<file path="src/rtl/lock_pkg.sv">
// Shared encodings for the lock chamber: sequencer states and gate selection.
package lock_pkg;

    typedef enum logic [1:0] {
        IDLE  = 2'd0,
        FILL  = 2'd1,
        DRAIN = 2'd2
    } lvl_state_t;

    localparam logic GATE_DOWN = 1'b0;
    localparam logic GATE_UP   = 1'b1;

endpackage

</file>
<file path="src/rtl/sat_level_counter.sv">
// Chamber level register with rate-stepped up/down moves clamped to [LOW_LVL, HIGH_LVL].
module sat_level_counter #(
    parameter int LVL_W      = 8,
    parameter int LOW_LVL    = 0,
    parameter int HIGH_LVL   = 20,
    parameter int FILL_RATE  = 1,
    parameter int DRAIN_RATE = 1
) (
    input  logic             clk,
    input  logic             reset,
    input  logic             inc,
    input  logic             dec,
    input  logic             step,
    output logic [LVL_W-1:0] level
);

    localparam logic [LVL_W:0]   LOW_W   = (LVL_W+1)'(LOW_LVL);
    localparam logic [LVL_W:0]   HIGH_W  = (LVL_W+1)'(HIGH_LVL);
    localparam logic [LVL_W:0]   UP_W    = (LVL_W+1)'(FILL_RATE);
    localparam logic [LVL_W:0]   DN_W    = (LVL_W+1)'(DRAIN_RATE);
    localparam logic [LVL_W-1:0] LOW_L   = LVL_W'(LOW_LVL);
    localparam logic [LVL_W-1:0] HIGH_L  = LVL_W'(HIGH_LVL);
    localparam logic [LVL_W-1:0] DN_L    = LVL_W'(DRAIN_RATE);

    logic [LVL_W-1:0] level_reg;
    logic [LVL_W-1:0] level_next;
    logic [LVL_W:0]   sum_up;
    logic [LVL_W-1:0] up_val;
    logic [LVL_W-1:0] dn_val;

    // Extra top bit keeps the sum from wrapping before the clamp.
    assign sum_up = {1'b0, level_reg} + UP_W;
    assign up_val = (sum_up >= HIGH_W) ? HIGH_L : sum_up[LVL_W-1:0];
    assign dn_val = ({1'b0, level_reg} < (LOW_W + DN_W)) ? LOW_L : (level_reg - DN_L);

    always_comb begin
        level_next = level_reg;
        if (step && inc) begin
            level_next = up_val;
        end else if (step && dec) begin
            level_next = dn_val;
        end
    end

    always_ff @(posedge clk or negedge reset) begin
        if (!reset) begin
            level_reg <= LOW_L;
        end else begin
            level_reg <= level_next;
        end
    end

    assign level = level_reg;

endmodule

</file>
<file path="src/rtl/water_level_ctrl.sv">
// Lock-chamber fill/drain sequencer: FSM, valve decode, done pulse and diffOk for the gate block.
module water_level_ctrl
    import lock_pkg::*;
#(
    parameter int LVL_W      = 8,
    parameter int LOW_LVL    = 0,
    parameter int HIGH_LVL   = 20,
    parameter int FILL_RATE  = 1,
    parameter int DRAIN_RATE = 1
) (
    input  logic             clk,
    input  logic             reset,
    input  logic             tick,
    input  logic             reqFill,
    input  logic             reqDrain,
    input  logic             gatesClosed,
    input  logic             whatGate,
    output logic             fillValve,
    output logic             drainValve,
    output logic [LVL_W-1:0] level,
    output logic             busy,
    output logic             done,
    output logic             diffOk
);

    localparam logic [LVL_W:0]   LOW_W  = (LVL_W+1)'(LOW_LVL);
    localparam logic [LVL_W:0]   HIGH_W = (LVL_W+1)'(HIGH_LVL);
    localparam logic [LVL_W:0]   UP_W   = (LVL_W+1)'(FILL_RATE);
    localparam logic [LVL_W:0]   DN_W   = (LVL_W+1)'(DRAIN_RATE);
    localparam logic [LVL_W-1:0] LOW_L  = LVL_W'(LOW_LVL);
    localparam logic [LVL_W-1:0] HIGH_L = LVL_W'(HIGH_LVL);

    lvl_state_t state_reg;
    lvl_state_t state_next;
    logic       done_reg;
    logic       done_next;
    logic       fill_hit;
    logic       drain_hit;
    logic       move_up;
    logic       move_dn;

    // The counter clamps, so a tick reaches the target exactly when the unclamped move would meet or pass it.
    assign fill_hit  = ({1'b0, level} + UP_W) >= HIGH_W;
    assign drain_hit = {1'b0, level} <= (LOW_W + DN_W);

    // An open gate blocks movement in the same cycle it aborts the FSM.
    assign move_up = (state_reg == FILL)  && gatesClosed;
    assign move_dn = (state_reg == DRAIN) && gatesClosed;

    sat_level_counter #(
        .LVL_W      (LVL_W),
        .LOW_LVL    (LOW_LVL),
        .HIGH_LVL   (HIGH_LVL),
        .FILL_RATE  (FILL_RATE),
        .DRAIN_RATE (DRAIN_RATE)
    ) u_counter (
        .clk   (clk),
        .reset (reset),
        .inc   (move_up),
        .dec   (move_dn),
        .step  (tick),
        .level (level)
    );

    always_comb begin
        state_next = state_reg;
        done_next  = 1'b0;
        case (state_reg)
            IDLE: begin
                if (gatesClosed && reqFill && !reqDrain && (level < HIGH_L)) begin
                    state_next = FILL;
                end else if (gatesClosed && reqDrain && !reqFill && (level > LOW_L)) begin
                    state_next = DRAIN;
                end
            end
            FILL: begin
                if (!gatesClosed) begin
                    state_next = IDLE;
                end else if (tick && fill_hit) begin
                    state_next = IDLE;
                    done_next  = 1'b1;
                end
            end
            DRAIN: begin
                if (!gatesClosed) begin
                    state_next = IDLE;
                end else if (tick && drain_hit) begin
                    state_next = IDLE;
                    done_next  = 1'b1;
                end
            end
            default: begin
                state_next = IDLE;
            end
        endcase
    end

    always_ff @(posedge clk or negedge reset) begin
        if (!reset) begin
            state_reg <= IDLE;
            done_reg  <= 1'b0;
        end else begin
            state_reg <= state_next;
            done_reg  <= done_next;
        end
    end

    assign fillValve  = (state_reg == FILL);
    assign drainValve = (state_reg == DRAIN);
    assign busy       = fillValve || drainValve;
    assign done       = done_reg;
    assign diffOk     = (state_reg == IDLE) &&
                        ((whatGate == GATE_UP) ? (level == HIGH_L) : (level == LOW_L));

endmodule

</file>
<file path="config.mk">
export PLATFORM = sky130hd
export DESIGN_NAME = water_level_ctrl
export DESIGN_NICKNAME = d
export VERILOG_FILES = /design/src/rtl/lock_pkg.sv /design/src/rtl/sat_level_counter.sv /design/src/rtl/water_level_ctrl.sv
export SDC_FILE = /design/constraint.sdc
export NUM_CORES = 1
export LEC_CHECK = 0
export CAP_MARGIN = 40
export CORE_MARGIN = 5
export CORE_UTILIZATION = 30
export DETAILED_ROUTE_END_ITERATION = 16
export GPL_ROUTABILITY_DRIVEN = 0
export GPL_TIMING_DRIVEN = 0
export PLACE_DENSITY = 0.53
export SLEW_MARGIN = 0
export SYNTH_ARGS = -nofsm -noshare
export SYNTH_HDL_FRONTEND = slang
export SYNTH_HIERARCHICAL = 1
export SYNTH_SLANG_ARGS = --single-unit
</file>
<file path="constraint.sdc">
create_clock -name clk -period 4.6 [get_ports clk]
set_input_delay 0.92 -clock clk [delete_from_list [all_inputs] [get_ports clk]]
set_output_delay 0.92 -clock clk [all_outputs]
set_load 0.01 [all_outputs]
</file>
==> metrics.yaml, run 1 <==
outcome:
  run_status: "finished, final reports clean"
drt:
  post-route-drc-count: 0
  post_drt_via_cell_ratio: 5.64
  antenna_left: 0
  vias: 1095
  dr.pass1.iters: 4
  drtIter0Drc: 44
  wl_um: 2910
  wire_per_inst_um: 15.0
worst_setup_path:
  cp-start-kind: "input port"
  worstSetupPathType: "in2out"
  critical-path-slowest-cell: "clkdlybuf4s50_1"
  worst_path_largest_cell_delay_ns: 0.54
  crit_top_cell: "clkdlybuf4s50_1"
  critPathMaxFanout: 2
  cp_cell_sequence: "clkdlybuf4s50_1 -> and3_2 -> o211ai_1 -> nor2_1 -> clkdlybuf4s50_1"
  required_ns: 3.68
  arrival_ns: 2.30
  crit_path_end_kind: "output port"
timing:
  setup_viol: 0
  layout_setup_ws_ns: 1.38
  hold_viol: 0
  rsz0062_at_grt: "no"
  tns_ns: 0
  min_period_ns: 3.22
  relSlewSlack_pct: 65.0
  drv_slew: 0
  fmax_mhz: 311
  fin_worst_skew_ns: 0.00755
  worst_pin_slew_ns: 0.524
  period_share_pct: 69.9
clocking:
  cts_root_buf: "clkbuf_4"
  clk_pin_slew_worst_paths_ns: 0.07
  clk_latency_ns: 0.26
  cts_tree: "built"
  cts_inserted_buffers: 3
  hold_buffers: 0
  cts_buffer_depth: 2
  cts_resized: 0
  cts.sinks: 11
  cts_htree_levels: 1
  cts_setup_buffers: 0
die:
  dieWidth_um: 69.3
  dieHeight_um: 69.3
  num_rows: 21
  die_area_mm2: 0.00480
  core_area_mm2: 0.00336
  ioPinCount: 20
  start_util_pct: 31.3
yosys:
  async_flop_share_pct: 100
  ys_types: 47
  synth_seq_cells: 11
  synth_ff_type: "dfrtp_1"
  synth_compound_area_share_pct: 32.2
  synth_area_leader_cell: "dfrtp_1"
  synth_top_area_share_pct: 26.1
  ys_seq_area_share_pct: 26.1
  syn_area_per_cell_um2: 8.43
  synth_top_family_by_area: "compound AO/OA/AOI/OAI gates"
  synth_edf_count: 0
  synth_area_leaders: "dfrtp_1, ha_1, a211oi_1"
  synth_nets: 137
  synth_xor_area_share_pct: 0
  muxShareOfSynthArea_pct: 0
  synth_fa_ha_area_share_pct: 5.94
  yosys_warnings: 6
  synth_area_mm2: 0.00105
  synth_simple_gate_area_share_pct: 30.6
  netlist_instances: 125
power:
  power.density_mw_per_mm2: 528
  vdd_drop_max_mv: 0.168
  finalPower_w: 0.000701
  p_leak_nw: 0.503
layout:
  fillers: 384
  layout_commonest_cell: "clkdlybuf4s50_1"
  n_antenna_cell: 0
  syn_to_final_growth_pct: 26.0
  largest_reg_flops: 8
  drive_gt1_share_pct: 9.46
  nets: 161
  final_cell_mix: "clkdlybuf4s50_1, dfrtp_1, nor3_1, a21oi_1, nand2_1"
grt:
  grt_first_pass_wirelength_um: 4860
  grt_pass1_vias: 1071
  grt_start_max_net_pins: 12
  gr-total-overflow: 0
  grt_use_total_pct: 12.1
  antenna_found_initial: 0
placement:
  pre_cts_ws_ns: 1.38
  io_buffers: 19
  dp_hpwl_um: 2210
run:
  maxCapViolCount: 0
hold_path:
  hold_path.class: "reg2reg"
==> area by class of cell <==
type	instances	area, um^2	share of cell area, %
multi-input cells	105	724	54.6
flip-flops and latches	11	275	20.7
repair buffers	19	190	14.3
well taps	46	57.6	4.34
plain buffers	4	35.0	2.64
clock buffers	4	26.3	1.98
inverters	5	18.8	1.41
==> metrics by stage <==
stage | cells | utilization [%] | hold slack (ns) | instance area (um^2)
floorplan | 125 | - | 0.561 | 1050
global placement | 190 | 38.7 | 0.625 | 1300
detailed placement | 190 | 38.7 | 0.637 | 1300
CTS | 194 | 39.5 | 0.652 | 1330
global route | 194 | 39.5 | 0.706 | 1330
finish | 194 | 39.5 | 0.640 | 1330
==> cells in the mapped netlist, types with 2 or more instances <==
library cell / number
o211a_1: 2
o211ai_1: 5
inv_1: 5
and2_1: 4
nand4_1: 2
a21oi_1: 7
o21a_1: 2
nand3b_1: 3
and3_1: 2
nor3_1: 7
a31oi_1: 6
or3_1: 5
a211oi_1: 5
dfrtp_1: 11
o21ai_1: 2
nor2_1: 6
ha_1: 5
a21o_1: 2
nand3_1: 2
nand2_1: 7
or4_1: 3
buf_6: 2
o31ai_1: 2
o21ai_0: 4
o22ai_1: 2
==> report_power, final <==
part           total [W]  internal, W  switching, W
logic           0.000437     0.000216      0.000221
clock network  0.0000645    0.0000335     0.0000309
registers       0.000200     0.000130     0.0000699
==> cell families after synthesis <==
family	Yosys count
adder cells (fa/ha/maj)	5
buffers and inverters	9
flip-flops	11
AO/OA/AOI/OAI	48
AND/OR/NAND/NOR	52
==> worst max-delay path: cells and delay by family <==
kind,cells,cell delay (ns)
AO/OA/AOI/OAI,1,0.09
buffers and inverters,2,1.01
AND/OR/NAND/NOR,2,0.28
==> routing by layer <==
layer | up-vias | track usage [%] | part of all wire [%]
li1 | 546 | - | -
met1 | 521 | 15.4 | 48
met2 | 24 | 19.8 | 46
met3 | 4 | 1.30 | 3.4
met4 | 0 | 6.51 | 2.0
met5 | - | 0 | 0
==> path summary, 6_finish.rpt <==
path	start	endpoint	slack, ns	cells after the start
min in group asynchronous	reset	u_counter/level[6]	1.00	1
setup / recovery	whatGate	diffOk	1.38	5
max in group asynchronous	reset	u_counter/level[2]	3.25	1
hold / removal	state_reg[1]	state_reg[1]	0.64	2
setup reg to reg	state_reg[1]	u_counter/level[4]	2.45	8
hold reg to reg	state_reg[1]	state_reg[1]	0.64	2
Power figures use the tool's default switching activity.
==> run 2: changes to the inputs <==
- PLACE_DENSITY: 0.53 -> 0.55
- clock period: 4.6 -> 2.8 ns (I/O delays scaled with it)
==> run 2 against run 1 <==
Against the previous run: routed wire length shrank 2.0%; via count shrank 2.5%; cell count is the same; sequential share of layout area is the same; clock power grew 57%; largest cell class unchanged; first-iteration DRC count grew 89%.
==> metrics.yaml, run 2 (synthesis results as in run 1) <==
die:
  dieWidth_um: 69.3  # unchanged
  start_util_pct: 31.3  # unchanged
  core_area_mm2: 0.00336  # unchanged
  die_area_mm2: 0.00480  # unchanged
  dieHeight_um: 69.3  # unchanged
  num_rows: 21  # unchanged
  ioPinCount: 20  # unchanged
worst_setup_path:
  critPathMaxFanout: 5  # was 2
  arrival_ns: 2.09  # was 2.30 ns
  cp-start-kind: "flop"  # was input port
  worstSetupPathType: "reg2out"  # was in2out
  crit_path_end_kind: "output port"  # unchanged
  required_ns: 2.24  # was 3.68 ns
hold_path:
  hold_path.class: "in2async"  # was reg2reg
run:
  maxCapViolCount: 0  # unchanged
clocking:
  hold_buffers: 0  # unchanged
  clk_latency_ns: 0.26  # about the same
  cts_htree_levels: 1  # unchanged
  cts_buffer_depth: 2  # unchanged
  cts_setup_buffers: 0  # unchanged
  cts_root_buf: "clkbuf_4"  # unchanged
  cts_inserted_buffers: 3  # unchanged
  clk_pin_slew_worst_paths_ns: 0.06  # was 0.07 ns
  cts_resized: 0  # unchanged
  cts.sinks: 11  # unchanged
  cts_tree: "built"  # unchanged
timing:
  rsz0062_at_grt: "no"  # unchanged
  fin_worst_skew_ns: 0.000846  # was 0.00755 ns
  period_share_pct: 94.8
  drv_slew: 0  # unchanged
  holdWs_ns: 0.633  # was 0.640 ns
  worst_pin_slew_ns: 0.522  # was 0.524 ns
  hold_viol: 0  # unchanged
  setup_viol: 0  # unchanged
  fmax_mhz: 377
  tns_ns: 0  # unchanged
  min_period_ns: 2.65
  relSlewSlack_pct: 65.0  # about the same
drt:
  drtIter0Drc: 83  # was 44
  post-route-drc-count: 0  # unchanged
  dr.pass1.iters: 4  # unchanged
  post_drt_via_cell_ratio: 5.51  # was 5.64
  wire_per_inst_um: 14.7  # was 15.0 um
  vias: 1068  # was 1095
  wl_um: 2850  # was 2910 um
  antenna_left: 0  # unchanged
layout:
  layout_commonest_cell: "clkdlybuf4s50_1"  # unchanged
  final_cell_mix: "clkdlybuf4s50_1, dfrtp_1, nor3_1, a21oi_1, nand2_1"  # unchanged
  n_antenna_cell: 0  # unchanged
  fillers: 374  # was 384
  largest_reg_flops: 8  # unchanged
  nets: 161  # unchanged
  drive_gt1_share_pct: 9.46  # unchanged
  syn_to_final_growth_pct: 26.0  # unchanged
placement:
  dp_hpwl_um: 2170  # was 2210 um
  io_buffers: 19  # unchanged
power:
  vdd_drop_max_mv: 0.268  # was 0.168 mV
  seq_power_share_pct: 28.5  # about the same
  power.density_mw_per_mm2: 867  # was 528 mW/mm^2
  p_switching_w: 0.000526  # was 0.000322 W
  clock_power_share_pct: 8.8  # was 9.2%
  intPower_w: 0.000625  # was 0.000379 W
  swShare_pct: 45.7  # was 45.9%
  pwr-share-comb_pct: 62.7  # was 62.3%
  p_leak_nw: 0.503  # unchanged
grt:
  grt_use_total_pct: 11.9  # was 12.1%
  grt_start_max_net_pins: 12  # unchanged
  gr-total-overflow: 0  # unchanged
  grt_first_pass_wirelength_um: 4820  # was 4860 um
  grt_pass1_vias: 1018  # was 1071
  antenna_found_initial: 0  # unchanged
outcome:
  run_status: "finished, final reports clean"  # unchanged
## run 2: cell counts in the layout (fill, tap and decap cells not counted)
Identical to the previous run, type by type.
## run 2: worst paths after layout
path | from | to | slack (ns) | depth (start not counted)
worst max-delay path | state_reg[0] | diffOk | 0.15 | 6
worst min-delay path | reset | u_counter/level[3] | 0.63 | 1
worst max register to register | state_reg[1] | u_counter/level[4] | 0.64 | 8
worst min register to register | state_reg[1] | state_reg[1] | 0.65 | 2
max in group asynchronous | reset | state_reg[0] | 1.84 | 1
min in group clk | state_reg[1] | state_reg[1] | 0.65 | 2
## run 2: power by group through the flow
stage	registers, W	clock network, W	logic, W
4_1_cts	0.000331	0.000108	0.000721
3_5_place_dp	0.000333	0	0.000718
3_3_place_gp	0.000330	0	0.000709
2_1_floorplan	0.000318	0	0.000462
6_report	0.000328	0.000101	0.000722
5_1_grt	0.000347	0.000113	0.000797
## run 2: metrics by stage
step	setup slack [ns]	cell area [um^2]	std cells	total power, W	util [%]
after floorplan	0.835	1050	125	0.000781	-
after global placement	0.269	1300	190	0.00104	38.7
after detailed placement	0.261	1300	190	0.00105	38.7
after CTS	0.114	1330	194	0.00116	39.5
after global routing	0.00338	1330	194	0.00126	39.5
final	0.147	1330	194	0.00115	39.5
## run 2: layout make-up
class,instances,area (um^2),share of cell area (%)
Buffer,4,35.0,2.64
Clock buffer,4,26.3,1.98
Inverter,5,18.8,1.41
Multi-Input combinational cell,105,724,54.6
Sequential cell,11,275,20.7
Tap cell,46,57.6,4.34
Timing Repair Buffer,19,190,14.3
## run 2: per-layer routing
layer	up-vias	routed length (um)	global-route usage [%]
met4	0	34	5.86
met2	25	1320	19.1
met1	496	1380	15.6
li1	545	-	-
met5	-	0	0
met3	2	120	1.59
## run 2: worst max-delay path, cell delays in order (launching register included)
cell,delay [ns]
dfrtp_1,0.38
inv_1,0.12
ha_1,0.24
nor3b_1,0.30
o211ai_1,0.13
nor2_1,0.12
clkdlybuf4s50_1,0.54
